===== src/rtl/uart_tx_fifo_if.sv =====
// Host-side and transmitter-side signals of the UART transmit FIFO.
// The slave modport is the FIFO's own view of these signals.
interface uart_tx_fifo_if #(
    parameter int ADDR_W = 4
);
    logic              i_clk_en;
    logic              i_tx_en;
    logic              i_tx_empty;
    logic [7:0]        i_wr_data;
    logic              i_wr_en;
    logic              i_flush;
    logic              i_clr_ovf;
    logic [7:0]        o_tx_data;
    logic              o_ld_tx_data;
    logic [ADDR_W:0]   o_count;
    logic              o_full;
    logic              o_overflow;

    modport slave (
        input  i_clk_en,
        input  i_tx_en,
        input  i_tx_empty,
        input  i_wr_data,
        input  i_wr_en,
        input  i_flush,
        input  i_clr_ovf,
        output o_tx_data,
        output o_ld_tx_data,
        output o_count,
        output o_full,
        output o_overflow
    );

    modport master (
        output i_clk_en,
        output i_tx_en,
        output i_tx_empty,
        output i_wr_data,
        output i_wr_en,
        output i_flush,
        output i_clr_ovf,
        input  o_tx_data,
        input  o_ld_tx_data,
        input  o_count,
        input  o_full,
        input  o_overflow
    );
endinterface


===== src/rtl/uart_tx_fifo.sv =====
// Byte FIFO feeding the UART transmitter through a registered show-ahead head stage.
// Capacity is DEPTH array entries plus the output register.
module uart_tx_fifo #(
    parameter int DEPTH  = 16,
    parameter int ADDR_W = $clog2(DEPTH)
) (
    input logic           i_sys_clk,
    input logic           i_rst,
    uart_tx_fifo_if.slave bus
);
    localparam int                CNT_W   = ADDR_W + 1;
    localparam logic [CNT_W-1:0]  CNT_ONE = CNT_W'(1);
    localparam logic [CNT_W-1:0]  CNT_CAP = CNT_W'(DEPTH + 1);
    localparam logic [ADDR_W-1:0] PTR_ONE = ADDR_W'(1);

    logic [7:0]        mem [DEPTH];
    logic [ADDR_W-1:0] rd_ptr;
    logic [ADDR_W-1:0] wr_ptr;
    logic [CNT_W-1:0]  arr_cnt;
    logic [CNT_W-1:0]  arr_cnt_next;
    logic [CNT_W-1:0]  count_r;
    logic [CNT_W-1:0]  count_next;
    logic [7:0]        tx_data_r;
    logic              valid_r;
    logic              valid_next;
    logic              overflow_r;

    logic full;
    logic pop;
    logic wr_ok;
    logic load_slot;
    logic from_arr;
    logic bypass;
    logic arr_wr;
    logic ovf_set;

    // A pop is the cycle in which the transmitter latches the head byte.
    always_comb begin
        full         = (count_r == CNT_CAP);
        pop          = bus.i_clk_en & bus.i_tx_en & bus.i_tx_empty & valid_r;
        wr_ok        = bus.i_wr_en & (~full | pop);
        load_slot    = ~valid_r | pop;
        from_arr     = load_slot & (arr_cnt != '0);
        bypass       = load_slot & (arr_cnt == '0) & wr_ok;
        arr_wr       = wr_ok & ~bypass;
        ovf_set      = bus.i_wr_en & full & ~pop & ~bus.i_flush;

        arr_cnt_next = arr_cnt;
        if (arr_wr && !from_arr) begin
            arr_cnt_next = arr_cnt + CNT_ONE;
        end else if (!arr_wr && from_arr) begin
            arr_cnt_next = arr_cnt - CNT_ONE;
        end

        valid_next   = load_slot ? (from_arr | bypass) : valid_r;
        count_next   = arr_cnt_next + {{ADDR_W{1'b0}}, valid_next};
    end

    always_ff @(posedge i_sys_clk) begin
        if (i_rst) begin
            rd_ptr     <= '0;
            wr_ptr     <= '0;
            arr_cnt    <= '0;
            count_r    <= '0;
            tx_data_r  <= '0;
            valid_r    <= 1'b0;
            overflow_r <= 1'b0;
        end else begin
            if (ovf_set) begin
                overflow_r <= 1'b1;
            end else if (bus.i_clr_ovf) begin
                overflow_r <= 1'b0;
            end

            // Flush wins over any same-cycle write or pop; tx_data keeps its last value.
            if (bus.i_flush) begin
                rd_ptr  <= '0;
                wr_ptr  <= '0;
                arr_cnt <= '0;
                count_r <= '0;
                valid_r <= 1'b0;
            end else begin
                if (from_arr) begin
                    tx_data_r <= mem[rd_ptr];
                    rd_ptr    <= rd_ptr + PTR_ONE;
                end else if (bypass) begin
                    tx_data_r <= bus.i_wr_data;
                end
                if (arr_wr) begin
                    wr_ptr <= wr_ptr + PTR_ONE;
                end
                arr_cnt <= arr_cnt_next;
                valid_r <= valid_next;
                count_r <= count_next;
            end
        end
    end

    // Storage is not reset; the head read above sees the old entry when rd_ptr == wr_ptr.
    always_ff @(posedge i_sys_clk) begin
        if (!i_rst && !bus.i_flush && arr_wr) begin
            mem[wr_ptr] <= bus.i_wr_data;
        end
    end

    assign bus.o_tx_data    = tx_data_r;
    assign bus.o_ld_tx_data = valid_r;
    assign bus.o_count      = count_r;
    assign bus.o_full       = full;
    assign bus.o_overflow   = overflow_r;

endmodule

===== src/flat_wrapper.sv =====
// flat-port wrapper written by rule: the top's interface ports become plain ports
module uart_tx_fifo_flat 
#(
    parameter int DEPTH  = 16,
    parameter int ADDR_W = $clog2(DEPTH)
)
  (i_sys_clk, i_rst, bus_i_clk_en, bus_i_tx_en, bus_i_tx_empty, bus_i_wr_data, bus_i_wr_en, bus_i_flush, bus_i_clr_ovf, bus_o_tx_data, bus_o_ld_tx_data, bus_o_count, bus_o_full, bus_o_overflow);
  uart_tx_fifo_if #(.ADDR_W(ADDR_W)) bus_i ();
  input logic i_sys_clk;
  input logic i_rst;
  input wire logic [$bits(bus_i.i_clk_en)-1:0] bus_i_clk_en;
  input wire logic [$bits(bus_i.i_tx_en)-1:0] bus_i_tx_en;
  input wire logic [$bits(bus_i.i_tx_empty)-1:0] bus_i_tx_empty;
  input wire logic [$bits(bus_i.i_wr_data)-1:0] bus_i_wr_data;
  input wire logic [$bits(bus_i.i_wr_en)-1:0] bus_i_wr_en;
  input wire logic [$bits(bus_i.i_flush)-1:0] bus_i_flush;
  input wire logic [$bits(bus_i.i_clr_ovf)-1:0] bus_i_clr_ovf;
  output wire logic [$bits(bus_i.o_tx_data)-1:0] bus_o_tx_data;
  output wire logic [$bits(bus_i.o_ld_tx_data)-1:0] bus_o_ld_tx_data;
  output wire logic [$bits(bus_i.o_count)-1:0] bus_o_count;
  output wire logic [$bits(bus_i.o_full)-1:0] bus_o_full;
  output wire logic [$bits(bus_i.o_overflow)-1:0] bus_o_overflow;
  assign bus_i.i_clk_en = bus_i_clk_en;
  assign bus_i.i_tx_en = bus_i_tx_en;
  assign bus_i.i_tx_empty = bus_i_tx_empty;
  assign bus_i.i_wr_data = bus_i_wr_data;
  assign bus_i.i_wr_en = bus_i_wr_en;
  assign bus_i.i_flush = bus_i_flush;
  assign bus_i.i_clr_ovf = bus_i_clr_ovf;
  assign bus_o_tx_data = bus_i.o_tx_data;
  assign bus_o_ld_tx_data = bus_i.o_ld_tx_data;
  assign bus_o_count = bus_i.o_count;
  assign bus_o_full = bus_i.o_full;
  assign bus_o_overflow = bus_i.o_overflow;
  uart_tx_fifo #(.DEPTH(DEPTH), .ADDR_W(ADDR_W)) u_core (.i_sys_clk(i_sys_clk), .i_rst(i_rst), .bus(bus_i));
endmodule

===== config.mk =====
export PLATFORM = sky130hd
export DESIGN_NAME = uart_tx_fifo_flat
export DESIGN_NICKNAME = d
export VERILOG_FILES = /design/src/rtl/uart_tx_fifo_if.sv /design/src/rtl/uart_tx_fifo.sv /design/src/flat_wrapper.sv
export SDC_FILE = /design/constraint.sdc
export NUM_CORES = 1
export LEC_CHECK = 0
export ABC_AREA = 0
export CAP_MARGIN = 5
export CORE_ASPECT_RATIO = 1.1
export CORE_MARGIN = 2
export CORE_UTILIZATION = 35
export DETAILED_ROUTE_END_ITERATION = 8
export MAX_ROUTING_LAYER = met4
export PLACE_DENSITY = 0.5
export SYNTH_ARGS = -nofsm -noshare
export SYNTH_HDL_FRONTEND = slang
export SYNTH_SLANG_ARGS = --single-unit

===== constraint.sdc =====
create_clock -name i_sys_clk -period 4.18 [get_ports i_sys_clk]
set_input_delay 0.836 -clock i_sys_clk [delete_from_list [all_inputs] [get_ports i_sys_clk]]
set_output_delay 0.836 -clock i_sys_clk [all_outputs]
set_load 0.005 [all_outputs]

== Word level (Yosys, flattened, before mapping) ==
Memory sizes are Yosys's and may differ from the RTL's. A register that Yosys moved wholly into a read port is not among the register bits.
Cells that the tools add are included.

* Bits of input ports: 16
* Flip-flop bits (word level): 28
* RAM bits: 128
* Memories kept: 1
* Output and inout bits: 16

* Reductions and logical operators: 14
* Bitwise gates (word level): 19
* Multiplexer cells: 11
* Equal/unequal tests: 1
* Add/subtract/negate cells: 5

{| class="wikitable"
|+ Memories
! name !! depth !! width !! rd ports !! clocked after Yosys merged registers in !! write ports !! line !! source
|-
| u_core.mem || 16 || 8 || 1 || 1 || 1 || uart_tx_fifo.sv:16 || <nowiki>logic [7:0] mem [DEPTH];</nowiki>
|}

{| class="wikitable"
|+ Operators by type and width
! kind !! number
|-
| two-way mux 8 bit || 2
|-
| bitwise AND 1 bit || 11
|-
| two-way mux 5 bit || 2
|-
| adder 4 x 1 -> 4 bit (second input constant) || 2
|-
| two-way mux 4 bit || 2
|-
| adder 5 x 1 -> 5 bit || 1
|-
| adder 5 x 1 -> 5 bit (second input constant) || 1
|-
| == test 5 bit (second input constant) || 1
|-
| logical NOT 5 bit || 1
|-
| two-way mux 1 bit || 5
|-
| inverter 1 bit || 5
|-
| nonzero test 5 bit || 1
|-
| subtractor 5 x 1 -> 5 bit (second input constant) || 1
|-
| logical AND 1 bit || 4
|-
| logical NOT 1 bit || 4
|-
| nonzero test 2 bit || 2
|-
| OR 1 bit || 3
|-
| AND reduction 2 bit || 1
|-
| OR reduction 2 bit || 1
|}

== Depth between registers and ports, before layout ==
Gate-level depths: netlist of the first run.

* Word-level depth: 13
* Depth in mapped cells: 10
* Mapped depth without buffers: 9

== Least setup slack after synthesis of the first run ==
No wires, ideal clock.

* Path kind: input to register
* From: input port bus_i_tx_empty
* To: register u_core.count_r[4], in the netlist u_core.bus.o_count[4]
* Stages on the path: 9
* Path buffers: 0
* Data required time: 4.108 ns
* Slack: 1.605 ns
* Library setup time: 0.072 ns
* Data arrival time: 2.503 ns
* Cells stage by stage: and3_1 -> nor2_1 -> o21ai_0 -> a21oi_1 -> xnor2_1 -> ha_1 -> ha_1 -> nor4b_1 -> mux2i_1

* Word-level cells in the longest chain between the ends: 12

{| class="wikitable"
|+ RTL lines
! what !! line !! source
|-
| start: declaration || flat_wrapper.sv:13 || <nowiki>input wire logic [$bits(bus_i.i_tx_empty)-1:0] bus_i_tx_empty;</nowiki>
|-
| bitwise AND 1 bit (*) (2 in a row) || uart_tx_fifo.sv:40 || <nowiki>pop = bus.i_clk_en & bus.i_tx_en & bus.i_tx_empty & valid_r;</nowiki>
|-
| OR 1 bit (on tied branches) || uart_tx_fifo.sv:42, uart_tx_fifo.sv:41 ||
|-
| bitwise AND 1 bit (on tied branches) || uart_tx_fifo.sv:44, uart_tx_fifo.sv:41 ||
|-
| bitwise AND 1 bit || uart_tx_fifo.sv:44 || <nowiki>bypass = load_slot & (arr_cnt == '0) & wr_ok;</nowiki>
|-
| inverter 1 bit || uart_tx_fifo.sv:45 || <nowiki>arr_wr = wr_ok & ~bypass;</nowiki>
|-
| bitwise AND 1 bit || uart_tx_fifo.sv:45 ||
|-
| logical NOT 1 bit || uart_tx_fifo.sv:51 || <nowiki>end else if (!arr_wr && from_arr) begin</nowiki>
|-
| logical AND 1 bit || uart_tx_fifo.sv:51 ||
|-
| two-way mux 5 bit || uart_tx_fifo.sv:51 ||
|-
| two-way mux 5 bit (*) || uart_tx_fifo.sv:49 || <nowiki>if (arr_wr && !from_arr) begin</nowiki>
|-
| named net u_core.arr_cnt_next[0] || uart_tx_fifo.sv:20 || <nowiki>logic [CNT_W-1:0] arr_cnt_next;</nowiki>
|-
| adder 5 x 1 -> 5 bit (*) || uart_tx_fifo.sv:56 || <nowiki>count_next = arr_cnt_next + {{ADDR_W{1'b0}}, valid_next};</nowiki>
|-
| end signal: assignment || uart_tx_fifo.sv:94 || <nowiki>count_r <= count_next;</nowiki>
|-
| end: declaration || uart_tx_fifo.sv:21 || <nowiki>logic [CNT_W-1:0] count_r;</nowiki>
|}

Mark *: on every way through the listed nets, which the timed path passes. The rest lies on a longest branch.
A chain may end at the register's enable or synchronous reset.

== Final worst setup path of the first run ==
* From: input port bus_i_clk_en
* To: memory u_core.mem[11][0], enable pin

* Word-level cells in the longest chain between the ends: 11

{| class="wikitable"
|+ RTL lines
! what !! line !! source
|-
| start: declaration || flat_wrapper.sv:11 || <nowiki>input wire logic [$bits(bus_i.i_clk_en)-1:0] bus_i_clk_en;</nowiki>
|-
| bitwise AND 1 bit (*) (3 in a row) || uart_tx_fifo.sv:40 ||
|-
| OR 1 bit (on tied branches) || uart_tx_fifo.sv:42, uart_tx_fifo.sv:41 ||
|-
| bitwise AND 1 bit (on tied branches) || uart_tx_fifo.sv:44, uart_tx_fifo.sv:41 ||
|-
| bitwise AND 1 bit || uart_tx_fifo.sv:44 ||
|-
| inverter 1 bit || uart_tx_fifo.sv:45 ||
|-
| bitwise AND 1 bit (*) || uart_tx_fifo.sv:45 ||
|-
| logical AND 1 bit (*) || uart_tx_fifo.sv:101 || <nowiki>if (!i_rst && !bus.i_flush && arr_wr) begin</nowiki>
|-
| two-way mux 1 bit (*) || uart_tx_fifo.sv:101 ||
|-
| two-way mux 1 bit (implied by the code) (*) || uart_tx_fifo.sv:102 || <nowiki>mem[wr_ptr] <= bus.i_wr_data;</nowiki>
|-
| end: declaration || uart_tx_fifo.sv:16 ||
|}

Every way passes the cells marked *; elsewhere a longest branch is shown, timed or not.

==> summary.md, run 1 <==
| Metric | Value |
|---|---|
| Final WS setup | `1.23 ns` |
| Router iterations before antenna repair | `6` |
| Main combinational cell family by area after synthesis | `multiplexers` |
| Area of the mapped netlist | `6440 µm²` |
| Area delta synth->final | `19.1%` |
| Detailed-route vias per instance | `5.10` |
| Clock Tree Root | `sky130_fd_sc_hd__clkbuf_16` |
| Number of setup buffers added after CTS | `0` |
| Initial cell density of the core | `0.354` |
| Count of flip-flops with a built-in enable after synthesis | `128` |
| Worst-case headroom to the max-slew limit | `0.440` |
| Post-detailed-route count of antenna-violating nets | `0` |
| Slew Viols, Final | `0` |
| Critical Path Fanout Max | `8` |
| Post-synthesis xor/xnor area fraction | `0.0109` |
| Post-Synth Simple-Gate Area | `0.0676` |
| TritonCTS buffer count | `17` |
| Final total negative setup slack | `0 ns` |
| Highest ir drop seen on vdd | `0.375 mV` |
| Hold/Removal Path Class | `reg2reg` |
| Core Rows | `52` |
| Antenna violations before repair | `0` |
| I/O pins | `32` |
| Mean Syn Cell Area | `17.1 µm²` |
| Cts hold-fix bufs | `0` |
| Worst skew pair latency | `0.43 ns` |
| CTS clock-pin slew for the worst setup and hold paths | `0.06 ns` |
| NumNets Final | `452` |
| Hold Worst Slack | `0.465 ns` |
| Post-synthesis sequential area ratio | `0.696` |
| Result of the run | `finished, final reports clean` |
| Routability congestion estimate from global placement | `0.835` |
| Number of unique standard cell types used by synthesis | `46` |
| Total of flip-flops plus latches after synthesis | `160` |
| Synth Instances | `376` |
| Total congestion overflow after global routing | `0` |
| Unrepaired setup endpoints after global routing | `false` |
| Floorplan die height | `146 µm` |
| DR iter-0 viols | `263` |
| Count of max-cap constraint violations | `0` |
| Crit path launch type | `input pin` |
| Buffer levels on the longest clock path | `2` |
| Total leakage power | `0.00243 µW` |
| Pre-CTS setup slack | `0.772 ns` |
| Yosys Warn Count | `0` |
| Global-route wire length before repair | `21.4 mm` |
| Number of endpoints with negative hold slack in the final report | `0` |
| Worst endpoint data arrival time | `3.01 ns` |
| Critical Path RT | `4.24 ns` |
| Number of buffers added on ports | `31` |
| Library cell occupying the most area in the post-synthesis netlist | `sky130_fd_sc_hd__edfxtp_1` |
| Largest net degree at the start of global routing | `33` |
| Fraction of the mapped netlist area in compound gates | `0.0482` |
| Number of vias after detailed routing | `3,477` |
| GR Util All Layers | `0.157` |
| Clock skew | `0.00924 ns` |
| Clock tree from TritonCTS | `built` |
| Power Dens Cells | `437 nW/µm²` |
| Via count of the first global-routing pass | `3,479` |
| CTS resizes | `0` |
| Worst Setup Path Type | `in2reg` |
| Fraction of post-synthesis cell area in the top cell type by area | `0.597` |
| Shortest clock period the worst path allows after layout | `2.95 ns` |
| Total setup violations reported at the end of the flow | `0` |
| Fillcell total | `1,636` |
| Maximum clock rate | `0.339 GHz` |
| Share of flip-flops with an asynchronous set or reset | `0` |
| Horizontal extent of the die | `133 µm` |
| Total Wirelength | `14.0 mm` |
| Proportion of synthesized area in mux cells | `0.143` |
| Number of clock sinks | `160` |
| Area enclosed by the die boundary | `19,500 µm²` |
| Final routed wire length divided by cell count | `20.6 µm` |
| Cells taking the most area after synthesis | `sky130_fd_sc_hd__edfxtp_1 60%, sky130_fd_sc_hd__mux4_2 14%, sky130_fd_sc_hd__dfxtp_1 9.9%` |
| Detailed Place HPWL | `9.58 mm` |
| Sort of element at the end of the critical path | `register` |
| Post-synthesis share of cell area spent on full adders, half adders and majority gates | `0.0194` |
| Syn_nets | `402` |
| Period Utilization, post-route | `0.705` |
| Slew at the pin with the worst max-slew slack | `0.837 ns` |
| Core Area | `18,200 µm²` |
| Share of final-layout standard cells stronger than drive strength 1 | `0.210` |
| Leading register cell type out of synthesis | `sky130_fd_sc_hd__edfxtp_1` |
| Number of remaining DRC errors | `0` |
| Antenna Cells | `0` |
| H-tree level count | `4` |
-- cells in the mapped netlist, types with 3 or more instances --
cell                        instances
sky130_fd_sc_hd__mux4_2            40
sky130_fd_sc_hd__dfxtp_1           32
sky130_fd_sc_hd__nand2_1           11
sky130_fd_sc_hd__o21ai_0           13
sky130_fd_sc_hd__edfxtp_1         128
sky130_fd_sc_hd__nor3_1             3
sky130_fd_sc_hd__a21oi_1           10
sky130_fd_sc_hd__inv_1             12
sky130_fd_sc_hd__or3_1              3
sky130_fd_sc_hd__buf_2              3
sky130_fd_sc_hd__and2_1             3
sky130_fd_sc_hd__ha_1              10
sky130_fd_sc_hd__clkbuf_1           7
sky130_fd_sc_hd__o2bb2ai_1          8
sky130_fd_sc_hd__nor2_1            44
sky130_fd_sc_hd__and3_1             3
sky130_fd_sc_hd__nand3_1            5
sky130_fd_sc_hd__xor2_1             6
-- area by class of cell --
type | instances | area [µm²] | area share
repair buffers | 43 | 400 | 0.0522
flip-flops and latches | 160 | 4490 | 0.585
well taps | 243 | 304 | 0.0396
inverters | 12 | 45.0 | 0.00587
multi-input cells | 192 | 1860 | 0.243
clock inverters | 14 | 133 | 0.0173
clock buffers | 18 | 439 | 0.0573
-- sequential cells by signal, indices dropped and copies added (netlist names), named ones only --
register	cells
u_core.rd_ptr	4
u_core.bus.o_tx_data	8
u_core.bus.o_overflow	1
u_core.bus.o_count	5
u_core.wr_ptr	4
u_core.mem	128
u_core.arr_cnt	5
u_core.bus.o_ld_tx_data	1
-- final timing paths --
path	start	endpoint	cells past startpoint	slack, ns
max reg2reg	u_core.arr_cnt[0]$_SDFF_PP0_	u_core.mem[11][0]$_DFFE_PP_	7	1.26
min reg2reg	u_core.bus.o_tx_data[3]$_SDFFE_PP0P_	u_core.bus.o_tx_data[3]$_SDFFE_PP0P_	1	0.47
min	u_core.bus.o_tx_data[3]$_SDFFE_PP0P_	u_core.bus.o_tx_data[3]$_SDFFE_PP0P_	1	0.47
max	bus_i_clk_en	u_core.mem[11][0]$_DFFE_PP_	6	1.23
-- through the flow --
step                       util  power [µW]  std cells  instance area, µm²
after CTS                 0.421        3380        682                7670
after global routing      0.421        3470        682                7670
after global placement    0.390        1910        650                7100
after detailed placement  0.390        1910        650                7100
after floorplan               -        1830        376                6440
final                     0.421        3350        682                7670
-- cell usage in the layout, fill, tap and decap left out, types with 8 or more instances in the layout --
cell / Yosys / final
sky130_fd_sc_hd__o2bb2ai_1: 8 / 8
sky130_fd_sc_hd__buf_4: 0 / 12
sky130_fd_sc_hd__dfxtp_1: 32 / 31
sky130_fd_sc_hd__o21ai_0: 13 / 13
sky130_fd_sc_hd__mux4_2: 40 / 40
sky130_fd_sc_hd__a21oi_1: 10 / 10
sky130_fd_sc_hd__clkbuf_16: 0 / 17
sky130_fd_sc_hd__inv_1: 12 / 12
sky130_fd_sc_hd__clkdlybuf4s50_1: 0 / 31
sky130_fd_sc_hd__nor2_1: 44 / 44
sky130_fd_sc_hd__edfxtp_1: 128 / 128
sky130_fd_sc_hd__ha_1: 10 / 10
sky130_fd_sc_hd__nand2_1: 11 / 11
-- metal layers --
layer	up-vias	track usage	wire length, µm
met5	-	-	0
met3	14	0.0403	470
met1	1803	0.201	6410
met2	76	0.247	7010
li1	1584	-	-
met4	0	0.0479	154
-- where the power goes --
part | internal [µW] | switching (µW) | total (µW)
Combinational | 58.0 | 77.1 | 135
Clock | 842 | 632 | 1470
Sequential | 1730 | 10.7 | 1740
Total | 2630 | 720 | 3350
-- logic make-up (layout without fill, tap and decap cells) --
logic type      Yosys count  in the layout
compound gates           45             45
xor+xnor                  8              8
mux                      42             42
buf+inv                  24             87
simple gates             87             87
fa+ha+maj                10             10
flops                   160            160
-- critical path: stages --
cell and delay (ns):
sky130_fd_sc_hd__clkdlybuf4s50_1 0.49, sky130_fd_sc_hd__and4_1 0.21, sky130_fd_sc_hd__o31ai_1 0.07, sky130_fd_sc_hd__a21oi_1 0.53
sky130_fd_sc_hd__nand2_1 0.30, sky130_fd_sc_hd__nor2_1 0.57
Power figures use the tool's default switching activity.
==> inputs of run 2 (changes only) <==
clock period = 2.8 ns   (was 4.18 ns; I/O delays follow)
==> run 2 against run 1 <==
Net effect: sequential power is 49% higher; non-clock buffer count is 22 higher; count of clock-buffer cells in the layout is 1 lower; global-route usage is 0.95 points higher; first-iteration DRC count is 10% higher; register-to-register slack worse by 1.0 ns; sequential cell count stayed put; die area stayed put.
==> summary.md, run 2 (synthesized netlist as in run 1, its figures left out) <==
| Metric | Value |
|---|---|
| Total leakage power | `0.00256 µW (+5.5%)` |
| Cells traversed along the worst timing path | `inv_1, ha_1, or4b_4, a21oi_1, nor3_1, nor2_1, o2bb2ai_1` |
| Register-to-register path setup slack | `0.24 ns (-1.02 ns)` |
| Via count of the first global-routing pass | `3,747 (+7.7%)` |
| Shortest clock period the worst path allows after layout | `2.56 ns` |
| Slew at the pin with the worst max-slew slack | `1.03 ns (+0.195 ns)` |
| Fraction of power spent switching nets | `0.202 (-0.0129)` |
| Result of the run | `finished, final reports clean` |
| Number of buffers added on ports | `31 (unchanged)` |
| Number of remaining DRC errors | `0 (unchanged)` |
| Crit path launch type | `register` |
| Number of setup buffers added after CTS | `0 (unchanged)` |
| Final Instance Count excl. Fillers | `704 (+3.2%)` |
| Most common cell after layout, fill and taps aside | `sky130_fd_sc_hd__edfxtp_1` |
| Critical Path Fanout Max | `8 (unchanged)` |
| Area delta synth->final | `23.2%` |
| Cell type of the slowest stage on the worst timing path | `sky130_fd_sc_hd__nor2_1` |
| Highest ir drop seen on vdd | `0.451 mV (+20%)` |
| Total congestion overflow after global routing | `0 (unchanged)` |
| Placed Instances | `672 (+3.4%)` |
| I/O pins | `32 (unchanged)` |
| FF-to-FF End | `u_core.bus.o_tx_data[2]$_SDFFE_PP0P_` |
| Slowest stage delay, CP | `0.78 ns (+0.21 ns)` |
| Proportion of power drawn by flip-flops and latches | `0.497 (-0.022)` |
| Detailed Place HPWL | `9.77 mm (+2.0%)` |
| Clock Tree Root | `sky130_fd_sc_hd__clkbuf_16` |
| Final total negative setup slack | `0 ns (unchanged)` |
| Hold Worst Slack | `0.462 ns (-0.00271 ns)` |
| CTS resizes | `0 (unchanged)` |
| Total setup violations reported at the end of the flow | `0 (unchanged)` |
| GR Util All Layers | `0.166 (+0.00945)` |
| Unrepaired setup endpoints after global routing | `false` |
| Largest register FFs | `128 (unchanged)` |
| Top register by number of flip-flops | `u_core.mem` |
| Crit path buffers/inverters | `1 (unchanged)` |
| Initial cell density of the core | `0.354 (unchanged)` |
| Number of vias after detailed routing | `3,617 (+4.0%)` |
| Highest-count cells in the layout ignoring fill and taps | `128 x sky130_fd_sc_hd__edfxtp_1, 44 x sky130_fd_sc_hd__nor2_1, 40 x sky130_fd_sc_hd__mux4_2` |
| Area enclosed by the die boundary | `19,500 µm² (unchanged)` |
| Antenna Cells | `0 (unchanged)` |
| Worst Setup Path Type | `reg2reg` |
| Reg-to-reg startpoint | `u_core.arr_cnt[1]$_SDFF_PP0_` |
| Worst min-delay path startpoint | `u_core.bus.o_tx_data[6]$_SDFFE_PP0P_` |
| Number of clock sinks | `160 (unchanged)` |
| CTS clock-pin slew for the worst setup and hold paths | `0.07 ns (about the same)` |
| Cell area after placement | `7310 µm² (+3.0%)` |
| Total Wirelength | `15.0 mm (+7.0%)` |
| Clock tree from TritonCTS | `built` |
| Post-detailed-route count of antenna-violating nets | `0 (unchanged)` |
| Detailed-route vias per instance | `5.14 (+0.78%)` |
| Switching power | `1050 µW (+47%)` |
| Sink of the worst hold path | `u_core.bus.o_tx_data[6]$_SDFFE_PP0P_` |
| Fillcell total | `1,634 (-0.12%)` |
| Core Area | `18,200 µm² (unchanged)` |
| Routability congestion estimate from global placement | `0.771 (-7.6%)` |
| Final routed wire length divided by cell count | `21.3 µm (+3.6%)` |
| Maximum clock rate | `0.391 GHz` |
| Router iterations before antenna repair | `4 (-2)` |
| Slew Viols, Final | `0 (unchanged)` |
| Buffer levels on the longest clock path | `2 (unchanged)` |
| TritonCTS buffer count | `17 (unchanged)` |
| Utilization after layout | `0.435 (+0.0144)` |
| Core Rows | `52 (unchanged)` |
| Power Dens Cells | `658 nW/µm² (+51%)` |
| Share of final-layout standard cells stronger than drive strength 1 | `0.243 (+0.0334)` |
| Worst-case headroom to the max-slew limit | `0.309 (-0.131)` |
| Antenna violations before repair | `0 (unchanged)` |
| Count of max-cap constraint violations | `0 (unchanged)` |
| Largest net degree at the start of global routing | `33 (unchanged)` |
| Cts hold-fix bufs | `0 (unchanged)` |
| Critical Path RT | `3.15 ns (-1.09 ns)` |
| Clock group share of total power | `0.461 (+0.021)` |
| Global-route wire length before repair | `22.5 mm (+4.8%)` |
| Internal power consumption | `4160 µW (+58%)` |
| Sort of element at the end of the critical path | `register` |
| Number of endpoints with negative hold slack in the final report | `0 (unchanged)` |
| Horizontal extent of the die | `133 µm (unchanged)` |
| Floorplan die height | `146 µm (unchanged)` |
| Worst endpoint data arrival time | `2.91 ns (-0.10 ns)` |
| H-tree level count | `4 (unchanged)` |
| Total non-filler cell area in the finished layout | `7930 µm² (+3.4%)` |
| Worst skew pair latency | `0.42 ns (about the same)` |
| Worst Hold Path Cells | `1 (unchanged)` |
| DR iter-0 viols | `290 (+10%)` |
| Combinational share of power | `0.042 (+0.002)` |
| Clock skew | `0.00858 ns (-0.000654 ns)` |
| NumNets Final | `474 (+4.9%)` |
| Kind of cell with the highest combined delay on the critical path | `simple AND/OR/NAND/NOR gates` |
| Period Utilization, post-route | `0.913` |
| Depth of the worst register-to-register path | `7 (unchanged)` |
| Hold/Removal Path Class | `reg2reg` |
==> run 2: changes by cell type in the layout (fill, tap and decap cells not counted) <==
cell                         change
sky130_fd_sc_hd__buf_12          +4
sky130_fd_sc_hd__buf_4          +18
sky130_fd_sc_hd__bufinv_16       +3
sky130_fd_sc_hd__clkbuf_8        -1
sky130_fd_sc_hd__clkinv_1        +2
sky130_fd_sc_hd__clkinv_4        -3
sky130_fd_sc_hd__clkinvlp_2      +1
sky130_fd_sc_hd__clkinvlp_4      +2
sky130_fd_sc_hd__inv_4           -2
sky130_fd_sc_hd__inv_6           -2
==> run 2: through the flow <==
step	setup slack (ns)	total power, µW
after global placement	0.0802	2860
after floorplan	0.353	2730
final	0.243	5220
after detailed placement	-0.0223	2860
after global routing	0.109	5390
after CTS	0.263	5280
==> run 2: layer usage <==
layer,GRT usage,up-vias,part of all wire
met5,-,-,0
li1,-,1629,-
met3,0.0399,14,0.039
met1,0.201,1882,0.43
met2,0.276,92,0.52
met4,0.0548,0,0.015
==> run 2: cell type report <==
cell class | count | area, µm² | area share
inverter | 12 | 45.0 | 0.00568
tap | 243 | 304 | 0.0383
multi-input combinational | 192 | 1860 | 0.235
timing repair buffer | 65 | 616 | 0.0776
clock inverter | 15 | 194 | 0.0245
sequential | 160 | 4490 | 0.566
clock buffer | 17 | 425 | 0.0536
==> run 2: how the worst max path moves through the flow <==
| stage | startpoint | to | slack (ns) | cells after the start |
|---|---|---|---|---|
| floorplan | u_core.arr_cnt[1]$_SDFF_PP0_ | u_core.bus.o_count[4]$_SDFF_PP0_ | 0.35 | 10 |
| global placement | bus_i_tx_empty | u_core.bus.o_count[4]$_SDFF_PP0_ | 0.08 | 10 |
| detailed placement | bus_i_tx_empty | u_core.bus.o_count[4]$_SDFF_PP0_ | -0.02 | 10 |
| CTS | u_core.arr_cnt[1]$_SDFF_PP0_ | u_core.bus.o_tx_data[0]$_SDFFE_PP0P_ | 0.26 | 7 |
| global route | u_core.arr_cnt[1]$_SDFF_PP0_ | u_core.bus.o_count[4]$_SDFF_PP0_ | 0.11 | 9 |
| finish | u_core.arr_cnt[1]$_SDFF_PP0_ | u_core.bus.o_tx_data[2]$_SDFFE_PP0P_ | 0.24 | 7 |
==> run 2: power by group through the flow <==
| stage | combinational (µW) | clock, µW | sequential, µW |
|---|---|---|---|
| detailed placement | 219 | 0 | 2640 |
| CTS | 221 | 2460 | 2590 |
| floorplan | 93.2 | 0 | 2640 |
| finish | 218 | 2410 | 2590 |
| global placement | 217 | 0 | 2640 |
| global route | 236 | 2560 | 2590 |
